`src/rtl/capture_ctrl_if.sv`:
```
// Handshake and RAM-side bundle between the capture sequencer and its neighbours.
// The master modport is the surrounding logic; the slave modport is capture_ctrl.
interface capture_ctrl_if #(
    parameter int ADDR_W = 9
);
    logic              start;
    logic              stop;
    logic              capture_done;
    logic [ADDR_W-1:0] trig_pos;
    logic              smpl_en;
    logic              triggered;
    logic              we;
    logic [ADDR_W-1:0] waddr;
    logic              armed;
    logic              trig_en;
    logic              set_capture_done;
    logic [ADDR_W-1:0] trace_end;
    logic              busy;

    modport master (
        output start, stop, capture_done, trig_pos, smpl_en, triggered,
        input  we, waddr, armed, trig_en, set_capture_done, trace_end, busy
    );

    modport slave (
        input  start, stop, capture_done, trig_pos, smpl_en, triggered,
        output we, waddr, armed, trig_en, set_capture_done, trace_end, busy
    );
endinterface

```
`src/rtl/capture_ctrl.sv`:
```
// Sample-capture sequencer: circular RAM writes, pre-trigger arming, post-trigger count.
// Define CAPTURE_ADDR_CLR_EN to restart every capture at RAM address 0.
module capture_ctrl #(
    parameter int ENTRIES = 512,
    parameter int ADDR_W  = 9
) (
    input  logic           clk,
    input  logic           rst_n,
    capture_ctrl_if.slave  bus
);
    typedef enum logic [1:0] {
        IDLE = 2'd0,
        PRE  = 2'd1,
        POST = 2'd2,
        DONE = 2'd3
    } state_t;

    localparam logic [ADDR_W:0]   ENTRIES_W = (ADDR_W+1)'(ENTRIES);
    localparam logic [ADDR_W:0]   CNT_ONE   = {{ADDR_W{1'b0}}, 1'b1};
    localparam logic [ADDR_W-1:0] ADDR_ONE  = {{(ADDR_W-1){1'b0}}, 1'b1};
    localparam logic [ADDR_W-1:0] ADDR_ZERO = {ADDR_W{1'b0}};

    state_t            state_r, state_nxt;
    logic [ADDR_W:0]   smpl_cnt_r, smpl_cnt_nxt;
    logic [ADDR_W-1:0] post_cnt_r, post_cnt_nxt;
    logic [ADDR_W-1:0] trig_pos_r, trig_pos_nxt;
    logic [ADDR_W-1:0] waddr_r, waddr_nxt;
    logic [ADDR_W-1:0] trace_end_r, trace_end_nxt;
    logic              armed_r, armed_nxt;
    logic              trig_en_r;
    logic              scd_r, scd_nxt;
    logic              we_s;
    logic              post_last_s;

    // Once post_cnt reaches trig_pos the POST state must not write again.
    assign we_s = bus.smpl_en &&
                  ((state_r == PRE) || ((state_r == POST) && (post_cnt_r != trig_pos_r)));

    assign post_last_s = (({1'b0, post_cnt_r} + {{ADDR_W{1'b0}}, we_s}) == {1'b0, trig_pos_r});

    // Next-state, counter and latch computation.
    always_comb begin
        state_nxt     = state_r;
        smpl_cnt_nxt  = smpl_cnt_r;
        post_cnt_nxt  = post_cnt_r;
        trig_pos_nxt  = trig_pos_r;
        trace_end_nxt = trace_end_r;
        scd_nxt       = 1'b0;
        waddr_nxt     = we_s ? (waddr_r + ADDR_ONE) : waddr_r;
        if (bus.stop) begin
            state_nxt = IDLE;
        end else begin
            case (state_r)
                IDLE: begin
                    if (bus.start && !bus.capture_done) begin
                        state_nxt    = PRE;
                        trig_pos_nxt = bus.trig_pos;
                        smpl_cnt_nxt = {(ADDR_W+1){1'b0}};
                        post_cnt_nxt = ADDR_ZERO;
`ifdef CAPTURE_ADDR_CLR_EN
                        waddr_nxt    = ADDR_ZERO;
`endif
                    end else begin
                        state_nxt = IDLE;
                    end
                end
                PRE: begin
                    if (we_s && (smpl_cnt_r != ENTRIES_W)) begin
                        smpl_cnt_nxt = smpl_cnt_r + CNT_ONE;
                    end else begin
                        smpl_cnt_nxt = smpl_cnt_r;
                    end
                    // A sample coinciding with the trigger is still a pre-trigger sample.
                    if (bus.triggered) begin
                        state_nxt = POST;
                    end else begin
                        state_nxt = PRE;
                    end
                end
                POST: begin
                    if (we_s) begin
                        post_cnt_nxt = post_cnt_r + ADDR_ONE;
                    end else begin
                        post_cnt_nxt = post_cnt_r;
                    end
                    if (post_last_s) begin
                        state_nxt     = DONE;
                        scd_nxt       = 1'b1;
                        trace_end_nxt = waddr_nxt - ADDR_ONE;
                    end else begin
                        state_nxt = POST;
                    end
                end
                DONE: begin
                    if (!bus.capture_done) begin
                        state_nxt = IDLE;
                    end else begin
                        state_nxt = DONE;
                    end
                end
                default: begin
                    state_nxt = IDLE;
                end
            endcase
        end
        armed_nxt = (state_nxt == PRE) &&
                    (smpl_cnt_nxt >= (ENTRIES_W - {1'b0, trig_pos_nxt}));
    end

    // State, counters and registered output decodes.
    always_ff @(posedge clk or negedge rst_n) begin
        if (!rst_n) begin
            state_r     <= IDLE;
            smpl_cnt_r  <= {(ADDR_W+1){1'b0}};
            post_cnt_r  <= ADDR_ZERO;
            trig_pos_r  <= ADDR_ZERO;
            waddr_r     <= ADDR_ZERO;
            trace_end_r <= ADDR_ZERO;
            armed_r     <= 1'b0;
            trig_en_r   <= 1'b0;
            scd_r       <= 1'b0;
        end else begin
            state_r     <= state_nxt;
            smpl_cnt_r  <= smpl_cnt_nxt;
            post_cnt_r  <= post_cnt_nxt;
            trig_pos_r  <= trig_pos_nxt;
            waddr_r     <= waddr_nxt;
            trace_end_r <= trace_end_nxt;
            armed_r     <= armed_nxt;
            trig_en_r   <= (state_nxt == PRE);
            scd_r       <= scd_nxt;
        end
    end

    assign bus.we               = we_s;
    assign bus.waddr            = waddr_r;
    assign bus.armed            = armed_r;
    assign bus.trig_en          = trig_en_r;
    assign bus.set_capture_done = scd_r;
    assign bus.trace_end        = trace_end_r;
    assign bus.busy             = (state_r != IDLE);
endmodule

```
`src/flat_wrapper.sv`:
```
// flat-port wrapper written by rule: the top's interface ports become plain ports
module capture_ctrl_flat 
#(
    parameter int ENTRIES = 512,
    parameter int ADDR_W  = 9
)
  (clk, rst_n, bus_start, bus_stop, bus_capture_done, bus_trig_pos, bus_smpl_en, bus_triggered, bus_we, bus_waddr, bus_armed, bus_trig_en, bus_set_capture_done, bus_trace_end, bus_busy);
  capture_ctrl_if #(.ADDR_W(ADDR_W)) bus_i ();
  input  logic clk;
  input  logic rst_n;
  input wire logic [$bits(bus_i.start)-1:0] bus_start;
  input wire logic [$bits(bus_i.stop)-1:0] bus_stop;
  input wire logic [$bits(bus_i.capture_done)-1:0] bus_capture_done;
  input wire logic [$bits(bus_i.trig_pos)-1:0] bus_trig_pos;
  input wire logic [$bits(bus_i.smpl_en)-1:0] bus_smpl_en;
  input wire logic [$bits(bus_i.triggered)-1:0] bus_triggered;
  output wire logic [$bits(bus_i.we)-1:0] bus_we;
  output wire logic [$bits(bus_i.waddr)-1:0] bus_waddr;
  output wire logic [$bits(bus_i.armed)-1:0] bus_armed;
  output wire logic [$bits(bus_i.trig_en)-1:0] bus_trig_en;
  output wire logic [$bits(bus_i.set_capture_done)-1:0] bus_set_capture_done;
  output wire logic [$bits(bus_i.trace_end)-1:0] bus_trace_end;
  output wire logic [$bits(bus_i.busy)-1:0] bus_busy;
  assign bus_i.start = bus_start;
  assign bus_i.stop = bus_stop;
  assign bus_i.capture_done = bus_capture_done;
  assign bus_i.trig_pos = bus_trig_pos;
  assign bus_i.smpl_en = bus_smpl_en;
  assign bus_i.triggered = bus_triggered;
  assign bus_we = bus_i.we;
  assign bus_waddr = bus_i.waddr;
  assign bus_armed = bus_i.armed;
  assign bus_trig_en = bus_i.trig_en;
  assign bus_set_capture_done = bus_i.set_capture_done;
  assign bus_trace_end = bus_i.trace_end;
  assign bus_busy = bus_i.busy;
  capture_ctrl #(.ENTRIES(ENTRIES), .ADDR_W(ADDR_W)) u_core (.clk(clk), .rst_n(rst_n), .bus(bus_i));
endmodule
```
`config.mk`:
```
export PLATFORM = sky130hd
export DESIGN_NAME = capture_ctrl_flat
export DESIGN_NICKNAME = d
export VERILOG_FILES = /design/src/rtl/capture_ctrl_if.sv /design/src/rtl/capture_ctrl.sv /design/src/flat_wrapper.sv
export SDC_FILE = /design/constraint.sdc
export NUM_CORES = 1
export LEC_CHECK = 0
export ABC_AREA = 1
export CORE_ASPECT_RATIO = 0.75
export CORE_MARGIN = 2
export CORE_UTILIZATION = 50
export CTS_BUF_LIST = sky130_fd_sc_hd__clkbuf_4 sky130_fd_sc_hd__clkbuf_8 sky130_fd_sc_hd__clkbuf_16
export DETAILED_ROUTE_END_ITERATION = 10
export DONT_BUFFER_PORTS = 1
export PLACE_DENSITY = 0.72
export SYNTH_ARGS = -nofsm -noshare
export SYNTH_HDL_FRONTEND = slang
export SYNTH_SLANG_ARGS = --single-unit
```
`constraint.sdc`:
```
create_clock -name clk -period 3.7 [get_ports clk]
set_clock_uncertainty 0.15 [all_clocks]
set_input_delay 0.37 -clock clk [delete_from_list [all_inputs] [get_ports clk]]
set_output_delay 0.37 -clock clk [all_outputs]
set_load 0.1 [all_outputs]
```
==> results of run 1 <==
-- tightest hold or removal path, stage by stage --
cell	delay, ns
nor3_4	0.02
nand2_1	0.06
nand2_1	0.05
-- cell families after synthesis --
family	count (synthesis)	synth area share, %
adders and majority gates	18	6.38
xor gates and xnor gates	23	5.71
AOI/OAI and AO/OA	62	9.57
buffers and inverters	91	10.1
and+or+nand+nor	248	32.1
DFF	51	36.1
-- through the flow --
step	cell area, µm²	hold WS, ns	utilization, %	cells	total power [mW]
final	3870	0.0783	56.6	598	2.10
after global routing	3870	0.0574	56.6	598	2.24
after CTS	3840	0.0786	56.3	597	2.10
after detailed placement	3710	-0.0748	54.3	586	1.74
after global placement	3710	-0.0743	54.3	586	1.73
after floorplan	3530	-0.0756	-	493	1.52
-- sequential cells by signal (all words and copies together), names as in the netlist --
signal and count:
u_core.bus.armed 1, u_core.bus.set_capture_done 1, u_core.bus.trace_end 9, u_core.bus.trig_en 1, u_core.bus.waddr 9, u_core.post_cnt_r 9, u_core.smpl_cnt_r 10, u_core.state_r 2
u_core.trig_pos_r 9
-- per-layer routing --
layer,vias to the layer above,share of wire (%),global-route usage [%]
met3,8,8.5,5.93
met4,0,1.1,5.54
met5,-,0,0
met1,1476,47,36.1
met2,130,43,35.3
li1,1608,-,-
-- final cells by class --
type,instances,area (µm²)
inverter,87,329
tap,84,105
fill,610,2970
sequential,51,1280
clock buffer,6,76.3
timing repair buffer,17,153
multi-input combinational,351,1910
clock inverter,2,12.5
-- synthesized netlist by cell type --
cell	count
o21ai_0	36
nor2_2	2
o21ai_1	1
nor3_1	7
nor4_1	3
dfrtp_1	51
and3_1	1
nor2_1	41
nor3b_1	1
or2_1	1
buf_6	1
inv_2	4
nand2_4	3
o22ai_1	2
nand2_2	6
buf_2	3
nor2_4	2
a31o_2	1
inv_1	82
o2111ai_1	1
nand4_1	9
nand3_1	31
xor2_1	18
ha_1	18
nand3_2	2
nor3_2	4
a21boi_0	1
nand3b_1	2
xnor2_1	5
o211ai_1	2
or2_2	4
o21ai_2	1
nand2_1	127
a21oi_1	12
a31oi_1	5
inv_4	1
and2_1	2
-- power by group through the flow --
stage | registers (mW) | clock network [mW] | logic (mW)
final | 0.744 | 0.338 | 1.01
after global routing | 0.757 | 0.368 | 1.12
after CTS | 0.743 | 0.347 | 1.01
after detailed placement | 0.754 | 0 | 0.985
after global placement | 0.754 | 0 | 0.977
after floorplan | 1.04 | 0 | 0.479
-- worst paths after layout --
| check | end | start |
|---|---|---|
| min reg2reg | u_core.post_cnt_r[2] | u_core.post_cnt_r[2] |
| min in group asynchronous | u_core.trig_pos_r[3] | rst_n |
| max in group asynchronous | u_core.post_cnt_r[8] | rst_n |
| max | u_core.bus.armed | u_core.post_cnt_r[0] |
| max reg2reg | u_core.bus.armed | u_core.post_cnt_r[0] |
| min | u_core.bus.trace_end[7] | bus_stop |
-- timing repair --
action / in CTS / in global routing
endpoints found under the setup margin: 0 / 9
hold buffers: 3 / 0
buffers inserted: 0 / 1
hold endpoints to repair: 52 / 0
resized for setup: 0 / 6
==> reports/results.tsv, run 1 <==
metric	value	unit
status	finished clean	
wl	8720	µm
worst_pin_slew	0.942	ns
dp_hpwl	6770	µm
worstPathArrival	3.43	ns
ys_seq_elements	51	
crit_buf_inv	3	
path_cells	inv_1 > nand2_1 > nand2_1 > nand2_1 > nor2_1 > nand3_1 > nand2_1 > nand2_4 > nand2_4 > inv_2 > ha_2 > ha_2 > nand2_1 > o21ai_0 > nor2_1 > o2111ai_1 > nor3_1 > and2_2 > inv_2 > nand2_2 > nand2_1 > a31oi_1	
crit_top_cell	nand2_1	
syn-cell-area	3530	µm²
grt_max_degree	52	
synthTopCellsByArea	dfrtp_1 (36%), nand2_1 (14%), inv_1 (8.7%)	
ios	39	
cts_buffers	5	
p_per_area	542	nW/µm²
rsz0062_at_grt	no	
max_slew_margin	37.2	%
crit_slowest_cell	dfrtp_1	
critical-path-top-delay-family	simple AND/OR/NAND/NOR gates	
final_cell_mix	nand2_1 (127), inv_1 (82), dfrtp_1 (49), nor2_1 (41), o21ai_0 (36)	
endpoint_kind	register	
antenna_left	0	
die_area	7760	µm²
cts_tree	done	
startpoint_type	register	
fin_ws	0.344	ns
drive_gt1_share	11.3	%
fin_crit_sh	90.7	%
dr.pass1.iters	5	
portBuffers	0	
whs_path_depth	3	
clkTransAtPathRegs	0.10	ns
drt-initial-drc-count	226	
gp_congestion	0.887	
power_frac_seq	35.5	%
pwr-share-clk	16.1	%
avgSynthCellArea	7.16	µm²
cp_max_fo	9	
clock_sinks	51	
htreeDepth	2	
rows	26	
netSwitchingPower	1.06	mW
netSwitchingFraction	50.5	%
antenna_found_initial	0	
p_int	1.04	mW
fin_nets	547	
period_needed	3.36	ns
max_freq	298	MHz
insertion_delay	0.31	ns
die_h	76.8	µm
grt_pass1_vias	3039	
fp.dieW	101	µm
min_path_type	primary input to register	
synth_cell_types	37	
crit_cells	22	
grt_usage	24.2	%
p_leak	1.93	nW
grt_pass1_wl	15000	µm
core-area	6830	µm²
yosys_warnings	0	
wl_per_cell	14.6	µm
ir_drop	0.297	mV
antenna_cells	0	
synth_top_area_share	36.1	%
start_util	51.7	%
ff2ff_path_depth	22	
yosysSeqAreaShare	36.1	%
slowest_delay	0.43	ns
clk_path_buf_depth	2	
final_common_cell	nand2_1	
synth.net_count	527	
area_delta_synth_final	9.50	%
final.setup.tns	0	ns
setup_viol	0	
vias	3222	
reg2reg_slack	0.34	ns
via_per_inst	5.39	
clock_tree.root_cell	clkbuf_8	
yosysTopAreaCell	dfrtp_1	
crit_required	3.77	ns
combPwrFrac	48.4	%
finalMaxSlewViolations	0	
grt_overflow	0	
crit_type	register to register	
pre_cts_slack	0.274	ns
drc	0	
final_hold_viol_count	0	
timing.max_cap.violations	0	
synthCells	493	
No activity file was read; power rests on OpenSTA's default activity.
==> run 2: changes to the inputs <==
ABC_AREA = not set   (was 1)
==> run 2 against run 1 <==
Area after synthesis fell by 2.6%. Sequential share of layout area rose by 0.44 points. Highest routed layer unchanged. Clock power rose by 22%. Fmax fell by 2.4%. Combinational power fell by 21%. Critical endpoint is now u_core.bus.trace_end[2]. Non-clock buffer count rose by 6. Sequential power fell by 8.6%. Global-route usage fell by 2.5 points. Cell area fell by 1.4%. First-iteration DRC count fell by 50%. Routed wire length fell by 10%.
==> reports/results.tsv, run 2 <==
metric	value	unit	change
startpoint_type	register		
portBuffers	0		unchanged
clock_sinks	51		unchanged
status	finished clean		
cts_tree	done		
fin_nets	427		-22%
timing.max_cap.violations	0		unchanged
fin_ws	0.263	ns	-0.0818 ns
vias	2721		-16%
yosysMostFrequentCell	dfrtp_1		
worstPathArrival	3.51	ns	+0.08 ns
setup_viol	0		unchanged
grt_pass1_vias	2607		-14%
final.setup.tns	0	ns	unchanged
syn-cell-area	3440	µm²	-2.6%
final_cell_mix	dfrtp_1 (50), nand2_1 (30), nor2_1 (30), xnor2_1 (26), o21ai_0 (25)		
p_per_area	497	nW/µm²	-8.4%
min_path_type	primary input to register		
yosys_warnings	0		unchanged
grt_pass1_wl	12900	µm	-13%
antenna_found_initial	0		unchanged
grt_usage	21.7	%	-2.5 points
wl_per_cell	16.4	µm	+13%
finalMaxSlewViolations	0		unchanged
p_leak	1.69	nW	-12%
ys_seq_elements	51		unchanged
final_common_cell	dfrtp_1		
synthTopCellsByCount	dfrtp_1 (51), nand2_1 (30), nor2_1 (30), xnor2_1 (26), o21ai_0 (25)		
via_per_inst	5.69		+5.7%
gp_congestion	0.875		-1.4%
synthCells	377		-24%
dr.pass1.iters	4		-1
worst_pin_slew	1.10	ns	+0.154 ns
period_needed	3.44	ns	+0.0818 ns
final_hold_viol_count	0		unchanged
core-area	6730	µm²	-1.4%
ir_drop	0.220	mV	-26%
dp_hpwl	5990	µm	-12%
synth_top_flop_cell	dfrtp_1		
wl	7850	µm	-10%
endpoint_kind	register		
yosysTopAreaCell	dfrtp_1		
grt_overflow	0		unchanged
htreeDepth	2		unchanged
top_register	u_core.smpl_cnt_r		
drive_gt1_share	14.5	%	+3.2 points
cts_buffers	5		unchanged
rsz0062_at_grt	no		
synth_edf_count	0		unchanged
fin_crit_sh	92.9	%	+2.2 points
ios	39		unchanged
die_area	7560	µm²	-2.5%
max_freq	291	MHz	-2.4%
ys_async_sr_fraction	100	%	unchanged
clk_path_buf_depth	2		unchanged
avgSynthCellArea	9.12	µm²	+27%
drt-initial-drc-count	112		-50%
yosysSeqAreaShare	37.1	%	+0.97 points
rows	26		unchanged
max_slew_margin	26.3	%	-11 points
cp_max_fo	9		unchanged
antenna_left	0		unchanged
crit_type	register to register		
grt_max_degree	52		unchanged
synth_cell_types	54		+46%
clkTransAtPathRegs	0.10	ns	about the same
synthTopCellsByArea	dfrtp_1 (37%), xnor2_1 (6.6%), ha_1 (6.6%)		
start_util	51.1	%	-0.63 points
fp.dieW	99.8	µm	-1.3%
clock_tree.root_cell	clkbuf_8		
area_delta_synth_final	10.8	%	
synth.net_count	411		-22%
largest_reg_flops	10		unchanged
p_total	1.89	mW	-9.7%
antenna_cells	0		unchanged
insertion_delay	0.31	ns	about the same
drc	0		unchanged
synth_top_area_share	37.1	%	+0.97 points
die_h	75.8	µm	-1.3%
crit_required	3.77	ns	about the same
pre_cts_slack	0.219	ns	-0.0557 ns
run 2: report_power, final:
part	leakage, nW	internal (mW)	switching [mW]
logic	0.950	0.276	0.522
registers	0.684	0.608	0.0713
clock network	0.0612	0.219	0.195
total	1.69	1.10	0.789
run 2: worst max-delay path, stage by stage, from the launching register on:
cell and delay [ns]:
dfrtp_1 0.45, xnor2_1 0.31, nand3_1 0.19, o31a_1 0.35
ha_1 0.22, ha_1 0.19, and2_1 0.17, nor2b_1 0.14
o311ai_0 0.33, o31a_1 0.25, nor2_1 0.05, nand4b_1 0.18
buf_4 0.20, nand2_1 0.06, o21ai_0 0.11
run 2: cell families (layout without fill, tap and decap cells):
group / count (synthesis) / after routing / share of synthesized area [%]
fa+ha+maj: 18 / 18 / 6.55
simple gates: 144 / 144 / 23.0
mux: 11 / 11 / 3.31
buf+inv: 35 / 52 / 4.40
compound gates: 72 / 72 / 13.2
xor+xnor: 46 / 46 / 12.4
flops: 51 / 51 / 37.1
run 2: final cells by class:
class | count | area [µm²]
fill | 632 | 2920
multi-input combinational | 291 | 2040
sequential | 51 | 1280
timing repair buffer | 23 | 195
tap | 84 | 105
clock buffer | 6 | 82.6
inverter | 21 | 78.8
clock inverter | 2 | 35.0
run 2: metal layers:
layer	wire length, µm	track usage [%]	vias up
met3	319	4.59	4
met5	0	0	-
met2	3610	34.5	47
li1	-	-	1366
met4	42	3.35	0
met1	3870	31.5	1304
run 2: worst paths after layout:
check / startpoint / end / slack [ns] / cells after the start
worst min register to register: u_core.smpl_cnt_r[8] / u_core.smpl_cnt_r[8] / 0.46 / 1
max in group asynchronous: rst_n / u_core.state_r[0] / 2.73 / 2
min in group asynchronous: rst_n / u_core.bus.trace_end[7] / 0.42 / 2
worst min-delay path: bus_stop / u_core.state_r[1] / 0.03 / 1
worst max-delay path: u_core.trig_pos_r[8] / u_core.bus.trace_end[2] / 0.26 / 14
worst max register to register: u_core.trig_pos_r[8] / u_core.bus.trace_end[2] / 0.26 / 14
run 2: what timing repair did:
item                                    4_1_cts  5_1_grt
hold endpoints to repair                     51        0
hold buffers                                  2        0
endpoints found under the setup margin        0        3
gates resized for setup                       0        5
setup buffers                                 0        1
run 2: stage by stage:
step | area (µm²) | util [%] | hold slack (ns) | std cells
after floorplan | 3440 | - | -0.0756 | 377
after global placement | 3630 | 53.9 | -0.0742 | 467
after detailed placement | 3630 | 53.9 | -0.0742 | 467
after CTS | 3780 | 56.2 | 0.0115 | 477
after global routing | 3810 | 56.6 | 0.00201 | 478
final | 3810 | 56.6 | 0.0275 | 478
==> run 3: changes to the inputs <==
CORE_UTILIZATION = 55   (was 50)
PLACE_DENSITY = 0.77   (was 0.72)
==> run 3 against run 2 <==
Register-to-register slack got worse by 0.04 ns. Die area decreased by 8.7%. Clock power decreased by 2%. Power increased by 0.79%. Routed wire length increased by 3.6%.
==> reports/results.tsv, run 3 (same netlist as run 2, synthesis figures left out) <==
metric	value	unit	change
final_util	65.0	%	+8.4 points
htreeDepth	2		unchanged
antenna_left	0		unchanged
grt_overflow	0		unchanged
insertion_delay	0.31	ns	about the same
crit_required	3.76	ns	about the same
die_area	6910	µm²	-8.7%
fin_crit_sh	94.0	%	+1.1 points
period_needed	3.48	ns	+0.0410 ns
clock_sinks	51		unchanged
startpoint_type	register		
p_leak	1.71	nW	+0.83%
final_hold_viol_count	0		unchanged
placed_area	3640	µm²	+0.38%
core-area	5920	µm²	-12%
dr.pass1.iters	4		unchanged
worst_pin_slew	1.14	ns	+0.0391 ns
fp.dieW	95.3	µm	-4.5%
antenna_cells	0		unchanged
drt-initial-drc-count	205		+83%
worstPathArrival	3.54	ns	+0.03 ns
final.setup.tns	0	ns	unchanged
largest_reg_flops	10		unchanged
vias	2837		+4.3%
p_total	1.91	mW	+0.79%
area_delta_synth_final	11.8	%	
setup_viol	0		unchanged
endpoint_kind	register		
multi_input_comb_area	2040	µm²	+0.12%
fin_ws	0.222	ns	-0.0410 ns
die_h	72.5	µm	-4.4%
cts_buffers	5		unchanged
final_cell_mix	dfrtp_1 (50), nand2_1 (30), nor2_1 (30), xnor2_1 (26), o21ai_0 (25)		
via_per_inst	5.97		+4.9%
ios	39		unchanged
start_util	58.1	%	+7.1 points
grt_pass1_vias	2787		+6.9%
grt_pass1_wl	13600	µm	+4.9%
portBuffers	0		unchanged
gp_congestion	0.969		+11%
clk_path_buf_depth	2		unchanged
grt_max_degree	52		unchanged
fin_area	3840	µm²	+0.85%
top_register	u_core.smpl_cnt_r		
clock_tree.root_cell	clkbuf_8		
status	finished clean		
timing.hold.ws	0.0644	ns	+0.0369 ns
fin_nets	430		+0.70%
min_path_type	primary input to register		
rows	24		-7.7%
cp_max_fo	13		+4
drive_gt1_share	14.9	%	+0.39 points
placed_cells	462		-1.1%
cts_tree	done		
wl	8130	µm	+3.6%
clkTransAtPathRegs	0.10	ns	about the same
crit_type	register to register		
finalMaxSlewViolations	0		unchanged
ir_drop	0.227	mV	+3.2%
timing.max_cap.violations	0		unchanged
final_common_cell	dfrtp_1		
dp_hpwl	6110	µm	+2.1%
pre_cts_slack	0.122	ns	-0.0964 ns
antenna_found_initial	0		unchanged
max_freq	287	MHz	-1.2%
max_slew_margin	23.7	%	-2.6 points
regArea	1280	µm²	unchanged
fin_cells	475		-0.63%
rsz0062_at_grt	no		
fillers	441		-30%
wl_per_cell	17.1	µm	+4.3%
p_per_area	496	nW/µm²	about the same
drc	0		unchanged
grt_usage	25.3	%	+3.6 points
==> run 3: worst max-delay path, stage by stage (launching register included) <==
cell,delay [ns]
dfrtp_1,0.50
xnor2_2,0.28
nand3_2,0.17
o31a_2,0.37
buf_4,0.27
and4_1,0.29
and3_1,0.21
nor2_1,0.09
o21ai_0,0.07
o21ai_0,0.13
ha_1,0.29
o21a_1,0.17
o21ai_0,0.14
a211oi_1,0.07
o21a_1,0.18
==> run 3: where the power goes <==
part	switching [mW]	internal [mW]
sequential	0.0719	0.608
combinational	0.536	0.287
clock	0.185	0.219
==> run 3: final timing paths <==
check / startpoint / end / slack [ns] / cells after the start
max in group asynchronous: rst_n / u_core.state_r[1] / 2.75 / 2
worst min-delay path: bus_trig_pos[1] / u_core.trig_pos_r[1] / 0.06 / 2
worst min register to register: u_core.smpl_cnt_r[8] / u_core.smpl_cnt_r[8] / 0.45 / 1
worst max register to register: u_core.post_cnt_r[3] / u_core.bus.armed / 0.22 / 14
worst max-delay path: u_core.post_cnt_r[3] / u_core.bus.armed / 0.22 / 14
min in group asynchronous: rst_n / u_core.trig_pos_r[5] / 0.42 / 2
==> run 3: per-layer routing <==
metal,global-route usage [%],up-vias,share of wire (%)
li1,-,1367,-
met1,35.4,1364,46
met2,39.4,92,47
met3,4.98,14,5.5
met4,8.86,0,1.4
met5,0,-,0
==> run 3: what timing repair did <==
| action | 4_1_cts | 5_1_grt |
|---|---|---|
| hold buffers | 3 | 0 |
| endpoints found under the setup margin | 0 | 11 |
| endpoints found under the hold margin | 52 | 0 |
| setup buffers | 0 | 2 |
| gates resized for setup | 0 | 6 |
==> run 3: cell type report <==
| type | count | area share [%] |
|---|---|---|
| clock buffer | 6 | 2.15 |
| tap | 78 | 2.54 |
| clock inverter | 2 | 0.911 |
| inverter | 21 | 2.05 |
| timing repair buffer | 26 | 6.05 |
| multi-input combinational | 291 | 53.1 |
| sequential | 51 | 33.2 |
